## config.mk

```make
export PLATFORM = sky130hd
export DESIGN_NAME = seq_detector_param
export DESIGN_NICKNAME = d
export VERILOG_FILES = /design/src/rtl/seq_det_pkg.sv /design/src/rtl/seq_det_history.sv /design/src/rtl/seq_detector_param.sv
export SDC_FILE = /design/constraint.sdc
export NUM_CORES = 1
export LEC_CHECK = 0
export BUFFER_PORTS_ARGS = -buffer_cell sky130_fd_sc_hd__buf_2
export CORE_MARGIN = 5
export CORE_UTILIZATION = 30
export DETAILED_ROUTE_END_ITERATION = 8
export GPL_ROUTABILITY_DRIVEN = 0
export SLEW_MARGIN = 20
export SYNTH_ARGS = -nofsm -noshare
export SYNTH_HDL_FRONTEND = slang
export SYNTH_HIERARCHICAL = 1
export SYNTH_SLANG_ARGS = --single-unit
export TNS_END_PERCENT = 10
```

## constraint.sdc

```tcl
create_clock -name clk -period 1.6 [get_ports clk]
set_clock_uncertainty 0.1 [all_clocks]
set_input_delay 0.08 -clock clk [delete_from_list [all_inputs] [get_ports clk]]
set_output_delay 0.08 -clock clk [all_outputs]
set_load 0.1 [all_outputs]
```

## src/rtl/seq_det_pkg.sv

```systemverilog
// Shared types, width limits and sizing helper for the parametrised serial pattern detector.
package seq_det_pkg;

   typedef enum logic [0:0] {
      FILL  = 1'b0,
      ARMED = 1'b1
   } seq_det_state_t;

   localparam int MIN_PAT_WIDTH = 2;
   localparam int MAX_PAT_WIDTH = 16;

   // fill_cnt must count up to PAT_WIDTH-1, so never narrower than one bit.
   function automatic int fill_cnt_width(input int pat_width);
      int w;
      w = $clog2(pat_width);
      return (w < 1) ? 1 : w;
   endfunction

endpackage

```

## src/rtl/seq_det_history.sv

```systemverilog
// History shift register of previously accepted bits (newest in bit 0), with sync clear and async reset.
module seq_det_history #(
   parameter int WIDTH = 3
) (
   input  logic             clk,
   input  logic             n_rst,
   input  logic             shift_en_i,
   input  logic             clr_i,
   input  logic             bit_i,
   output logic [WIDTH-1:0] hist_o
);

   logic [WIDTH-1:0] hist_q;
   logic [WIDTH-1:0] hist_d;
   logic [WIDTH-1:0] shifted_s;

   generate
      if (WIDTH == 1) begin : g_single
         assign shifted_s = bit_i;
      end else begin : g_multi
         assign shifted_s = {hist_q[WIDTH-2:0], bit_i};
      end
   endgenerate

   // Clear wins over shift so a load or a non-overlapping match discards the bit just seen.
   always_comb begin
      if (clr_i) begin
         hist_d = {WIDTH{1'b0}};
      end else if (shift_en_i) begin
         hist_d = shifted_s;
      end else begin
         hist_d = hist_q;
      end
   end

   // History register.
   always_ff @(posedge clk or negedge n_rst) begin
      if (!n_rst) begin
         hist_q <= {WIDTH{1'b0}};
      end else begin
         hist_q <= hist_d;
      end
   end

   assign hist_o = hist_q;

endmodule

```

## src/rtl/seq_detector_param.sv

```systemverilog
// Parametrised Mealy serial pattern detector with run-time pattern load and overlap control.
// Optional saturating match counter enabled by defining SEQ_DET_COUNT_EN.
module seq_detector_param
   import seq_det_pkg::*;
#(
   parameter int                   PAT_WIDTH     = 4,
   parameter int                   CNT_WIDTH     = 8,
   parameter logic [PAT_WIDTH-1:0] RESET_PATTERN = PAT_WIDTH'(4'b1101)
) (
   input  logic                 clk,
   input  logic                 n_rst,
   input  logic                 i,
   input  logic                 i_valid,
   input  logic [PAT_WIDTH-1:0] pattern,
   input  logic                 load_pattern,
   input  logic                 overlap_en,
   output logic                 o
`ifdef SEQ_DET_COUNT_EN
   ,
   output logic [CNT_WIDTH-1:0] match_count
`endif
);

   localparam int FCW = fill_cnt_width(PAT_WIDTH);
   localparam int HW  = PAT_WIDTH - 1;
   localparam logic [FCW-1:0] FILL_LAST = FCW'(PAT_WIDTH - 2);

   generate
      if (PAT_WIDTH < MIN_PAT_WIDTH || PAT_WIDTH > MAX_PAT_WIDTH || CNT_WIDTH < 1) begin : g_bad_params
         $error("seq_detector_param: illegal PAT_WIDTH or CNT_WIDTH");
      end
   endgenerate

   seq_det_state_t       state_q;
   logic [FCW-1:0]       fill_q;
   logic [PAT_WIDTH-1:0] pat_q;
   logic [HW-1:0]        hist_s;
   logic                 match_s;
   logic                 shift_en_s;
   logic                 clr_s;

   assign match_s    = (state_q == ARMED) && i_valid && ({hist_s, i} == pat_q);
   assign o          = match_s;
   assign shift_en_s = i_valid && !load_pattern;
   assign clr_s      = load_pattern || (match_s && !overlap_en);

   seq_det_history #(
      .WIDTH (HW)
   ) u_history (
      .clk        (clk),
      .n_rst      (n_rst),
      .shift_en_i (shift_en_s),
      .clr_i      (clr_s),
      .bit_i      (i),
      .hist_o     (hist_s)
   );

   // Fill/armed sequencing and pattern register; load has priority over the data bit.
   always_ff @(posedge clk or negedge n_rst) begin
      if (!n_rst) begin
         state_q <= FILL;
         fill_q  <= {FCW{1'b0}};
         pat_q   <= RESET_PATTERN;
      end else if (load_pattern) begin
         state_q <= FILL;
         fill_q  <= {FCW{1'b0}};
         pat_q   <= pattern;
      end else if (i_valid) begin
         case (state_q)
            FILL: begin
               fill_q <= fill_q + FCW'(1);
               if (fill_q == FILL_LAST) begin
                  state_q <= ARMED;
               end else begin
                  state_q <= FILL;
               end
            end
            ARMED: begin
               if (match_s && !overlap_en) begin
                  state_q <= FILL;
                  fill_q  <= {FCW{1'b0}};
               end else begin
                  state_q <= ARMED;
               end
            end
            default: begin
               state_q <= FILL;
               fill_q  <= {FCW{1'b0}};
            end
         endcase
      end else begin
         state_q <= state_q;
      end
   end

`ifdef SEQ_DET_COUNT_EN
   logic [CNT_WIDTH-1:0] cnt_q;
   logic [CNT_WIDTH-1:0] cnt_d;

   // Saturating count of match pulses; survives pattern loads.
   always_comb begin
      if (match_s && (cnt_q != {CNT_WIDTH{1'b1}})) begin
         cnt_d = cnt_q + CNT_WIDTH'(1);
      end else begin
         cnt_d = cnt_q;
      end
   end

   // Match counter register.
   always_ff @(posedge clk or negedge n_rst) begin
      if (!n_rst) begin
         cnt_q <= {CNT_WIDTH{1'b0}};
      end else begin
         cnt_q <= cnt_d;
      end
   end

   assign match_count = cnt_q;
`endif

endmodule
```

Word-level counts from Yosys, hierarchy flattened --
Cells that the tools add are included. Widths: inputs -> output; s select.
Operators by class: add/subtract/negate cells 1, equality and inequality tests 3, mux-type cells 11, bitwise logic cells 1, reduce and logical (&&, ||, !) cells 10
Operators by type and width (number):
- $mux 2 | 3
- $mux 3 | 2
- $eq 4x4->1 | 1
- $logic_and 1x1->1 | 4
- $mux 1 | 4
- $pmux 2 s2 | 1
- $reduce_bool 2->1 | 2
- $ne 3x2->1 const B | 1
- $add 2x1->2 const B | 1
- $eq 2x2->1 const B | 1
- $logic_not 1->1 | 2
- $pmux 1 s2 | 1
- $reduce_and 2->1 | 1
- $logic_or 1x1->1 | 1
- $not 1->1 | 1
Word-level totals: bits in registers 10, output and inout bits 1, logic and storage cells 30

Logic depth before layout (Yosys ltp) --
depth after elaboration 7, mapped depth 5, depth with buffers taken out 5

Hierarchy --
Netlist, hierarchy kept.
Modules (own cells, without submodules):
- seq_detector_param | instances 1, cells an instance 33, area an instance 402.9 um2, seq. area each 178.9 um2
- seq_det_history | instances 1, cells an instance 9, area an instance 116.4 um2, seq. area each 75.1 um2

Worst setup path before layout --
No wires, ideal clock.
path type register to output, from reg pat_q[3], to out o, arrival time 1658 ps, required time 1420 ps, setup slack -238 ps, cell stages (with the launch flop) 4, path buffers 0, cells stage by stage dfstp_2 xor2_1 nor3_4 and4_1
Between the ends: cells in the longest elaborated chain, start to end 2
RTL lines:
- from (decl) | RTL line seq_detector_param.sv:36 | logic [PAT_WIDTH-1:0] pat_q;
- from (signal assigned) | RTL line seq_detector_param.sv:67 | pat_q <= pattern;
- $eq 4x4->1 | RTL line seq_detector_param.sv:42 | assign match_s = (state_q == ARMED) && i_valid && ({hist_s, i} == pat_q);
- $logic_and 1x1->1 | RTL line seq_detector_param.sv:42
- to (decl) | RTL line seq_detector_param.sv:17 | output logic o
No other way between the ends.

Final worst setup path --
Same ends and word-level chain as after synthesis.

==> summary.txt <==
Finish
  • Register Area: between 200 and 300 um^2
  • Ant diodes: 0
  • Area Overhead vs Synth: 33.7%
  • Share of cells above drive strength 1: 42.6%
  • Fillers: approximately 170
  • Multi-input gate area: ~260 um^2
  • Final non-filler cell total: between 70 and 80
  • Nets: 73

Floorplanning
  • # IOs: 11
  • Row count: 15
  • Die area: ~2700 um^2
  • DIE WIDTH: slightly above 50 um
  • Initial Util: a little under a third
  • Core ar.: between 1500 and 2000 um^2
  • Die Y: slightly above 50 um

Pwr
  • Internal power: around 430 uW
  • Sw frac: between 20% and 30%
  • Reg power frac: just over 50%
  • Power Density: around 800 nW/um^2
  • PnR Total Power: about 570 uW
  • Combinational power share: ~18%
  • VDD IR-drop max: ~0.35 mV
  • NetSw: about 140 uW
  • Clock power frac: 30.5%
  • P_leak: approximately 0.31 nW

Synth
  • Syn avg cell area: 12.4 um^2
  • Proportion of synthesized chip area in sequential cells: between 40% and 50%
  • Library cells used by synthesis: 20
  • Post-Syn Area: about 520 um^2
  • Syn nets: 53
  • Post-Synthesis Cells: between 40 and 50
  • Yosys warnings: 6
  • Yosys reg bits: 10

Setup path
  • Startpoint Class: flip-flop
  • CP Class: reg -> out
  • Slowest stage cell, crit path: dfstp_2
  • Max FO, Critical Path: 2
  • CP cell instances: xor2_2 -> nor3_4 -> and4_4 -> buf_12
  • Req. time, crit path: 1.42 ns
  • Crit-path max cell delay: ~0.55 ns
  • Crit path DAT: around 1.5 ns
  • Setup crit end kind: output port

STA
  • Final setup violation count: 1
  • Post-Route Setup TNS: -0.0693 ns
  • Slew HR: 78.3%
  • Final Hold Violating Endpoints: 0
  • Tmin final: ~1.7 ns
  • Setup slack after layout: -0.0693 ns
  • Pins Over Slew Limit: 0
  • RSZ-0062 raised after global routing: true
  • Worst-Margin Slew: approximately 0.33 ns
  • Period utilization: 104%
  • Fmax: 599 MHz

Clock tree
  • Worst skew pair latency: between 0.2 and 0.3 ns
  • CTS sink count: 10
  • H-tree depth: 1
  • Num CTS Buffers: 3
  • Root Buffer: clkbuf_4
  • Clock Tree Buf Depth: 2
  • Clk slew on worst S/H paths: about 0.060 ns
  • CTS tree: built

Global route
  • Pin count of the biggest net entering global routing: 11
  • GRT Residual Overflow: 0
  • Vias in the first global route: roughly 390
  • Global-route wire length before repair: 1560 um
  • Total GRT Usage: around 8.3%
  • Initial antenna violation count: 0

Routing
  • Drt first pass iters: 4
  • Iter 0 DRT Violations: 2
  • Via count: around 370
  • Drt wl/cell: between 10 and 15 um
  • DR vias/cell: between 4 and 5
  • Routed WL: just under 900 um
  • Remaining antenna violation count: 0
  • Number of remaining DRC errors: 0

Outcome
  • Outcome: complete, but fails checks
  • Violated checks: setup timing

Job
  • # Max-Cap Violations: 0

Worst hold path
  • HP Class: in -> reg

Placement
  • Dpl hpwl: 718 um
  • # port buffers: 10
  • Placed Cells: roughly 70
cell families after synthesis:
kind of cell / count (synthesis) / synth area share (%)
AO/OA/AOI/OAI: 5 / 6.75
XOR/XNOR: 5 / 8.44
adder cells (fa/ha/maj): 1 / 2.41
buffers and inverters: 3 / 2.41
flip-flops: 10 / 48.9
multiplexers: 8 / 16.4
AND/OR/NAND/NOR: 10 / 14.7
what timing repair did:
item                                    in CTS  in global routing
resized for setup                            1                  1
pin swaps                                    2                  2
endpoints found under the setup margin       1                  1
endpoints found under the hold margin       14                  0
setup buffers                                1                  0
hold buffers                                 5                  0
layer usage:
metal | track usage [%] | wire length [um] | vias to the layer above
met1 | 9.43 | 394 | 171
met4 | 7.86 | 19 | 0
met3 | 2.01 | 27 | 2
met2 | 12.5 | 450 | 7
met5 | 0 | 0 | -
li1 | - | - | 185
synth_stat cells:
library cell | n | share of area [%]
a211oi_1 | 3 | 4.3
a21o_1 | 1 | 1.4
a21oi_1 | 1 | 0.96
and2b_2 | 1 | 1.7
and4_1 | 1 | 1.7
buf_2 | 1 | 0.96
dfrtp_1 | 7 | 34
dfstp_2 | 3 | 15
ha_1 | 1 | 2.4
inv_1 | 2 | 1.4
mux2_2 | 4 | 8.7
mux2i_1 | 4 | 7.7
nand2_1 | 1 | 0.72
nor2_1 | 3 | 2.2
nor2b_1 | 1 | 1.2
nor3_4 | 1 | 3.1
nor3b_2 | 1 | 2.4
nor4b_1 | 1 | 1.7
xnor2_1 | 2 | 3.4
xor2_1 | 3 | 5.1
per-stage QoR:
stage,instance area [um^2],hold slack [ns],worst slack [ns],util [%]
floorplan,520,-0.316,0.00431,-
global placement,602,-0.154,0.123,35.6
detailed placement,602,-0.152,0.103,35.6
CTS,687,0.00816,-0.0770,40.7
global route,694,0.0189,-0.127,41.1
finish,694,0.0160,-0.0693,41.1
power groups by stage:
stage               Clock (mW)  Combinational [mW]  Sequential (mW)
floorplan                    0              0.0670            0.292
global placement             0              0.0914            0.294
detailed placement           0              0.0935            0.295
CTS                      0.188               0.107            0.291
global route             0.197               0.118            0.294
finish                   0.175               0.106            0.292
area by class of cell:
class                   count  area share, %
clock buffers               4           3.78
inverters                   2           1.08
multi-input cells          29           37.8
flip-flops and latches     10           36.6
well taps                  17           3.06
repair buffers             16           17.7
state kept, by name (all words and copies together), names as in the netlist:
name	flops
pat_q	4
u_history/hist_o	3
fill_q	2
state_q	1
worst max-delay path: cells and delay by family (launching register included):
kind,cells,cell delay [ns]
AND/OR/NAND/NOR,2,0.43
buffers and inverters,1,0.17
flip-flops,1,0.55
XOR/XNOR,1,0.08
worst paths after layout:
| kind | end | depth (start not counted) | from | slack [ns] |
|---|---|---|---|---|
| max reg2reg | u_history/hist_o[0] | 5 | pat_q[2] | 0.18 |
| max | o | 4 | pat_q[3] | -0.07 |
| min in group asynchronous | u_history/hist_o[2] | 2 | n_rst | 0.10 |
| min reg2reg | pat_q[1] | 1 | pat_q[1] | 0.45 |
| min | fill_q[0] | 2 | load_pattern | 0.02 |
| max in group asynchronous | pat_q[3] | 2 | n_rst | 1.05 |
layout by cell type, fill, tap and decap left out:
cell           n
mux2i_1        4
xnor2_1        2
and4_4         1
nor2b_1        1
nor2_1         3
and2b_2        1
inv_1          2
nor3_4         1
dfrtp_1        7
ha_1           1
a211oi_1       3
clkbuf_1       1
mux2_2         4
nand2_1        1
nor3b_2        1
a21o_1         1
dfstp_2        3
a21oi_1        1
buf_4          1
buf_2          9
xor2_1         2
nor4b_1        1
clkbuf_4       3
xor2_2         1
dlygate4sd3_1  5
buf_12         1
No activity file was read; power rests on OpenSTA's default activity.
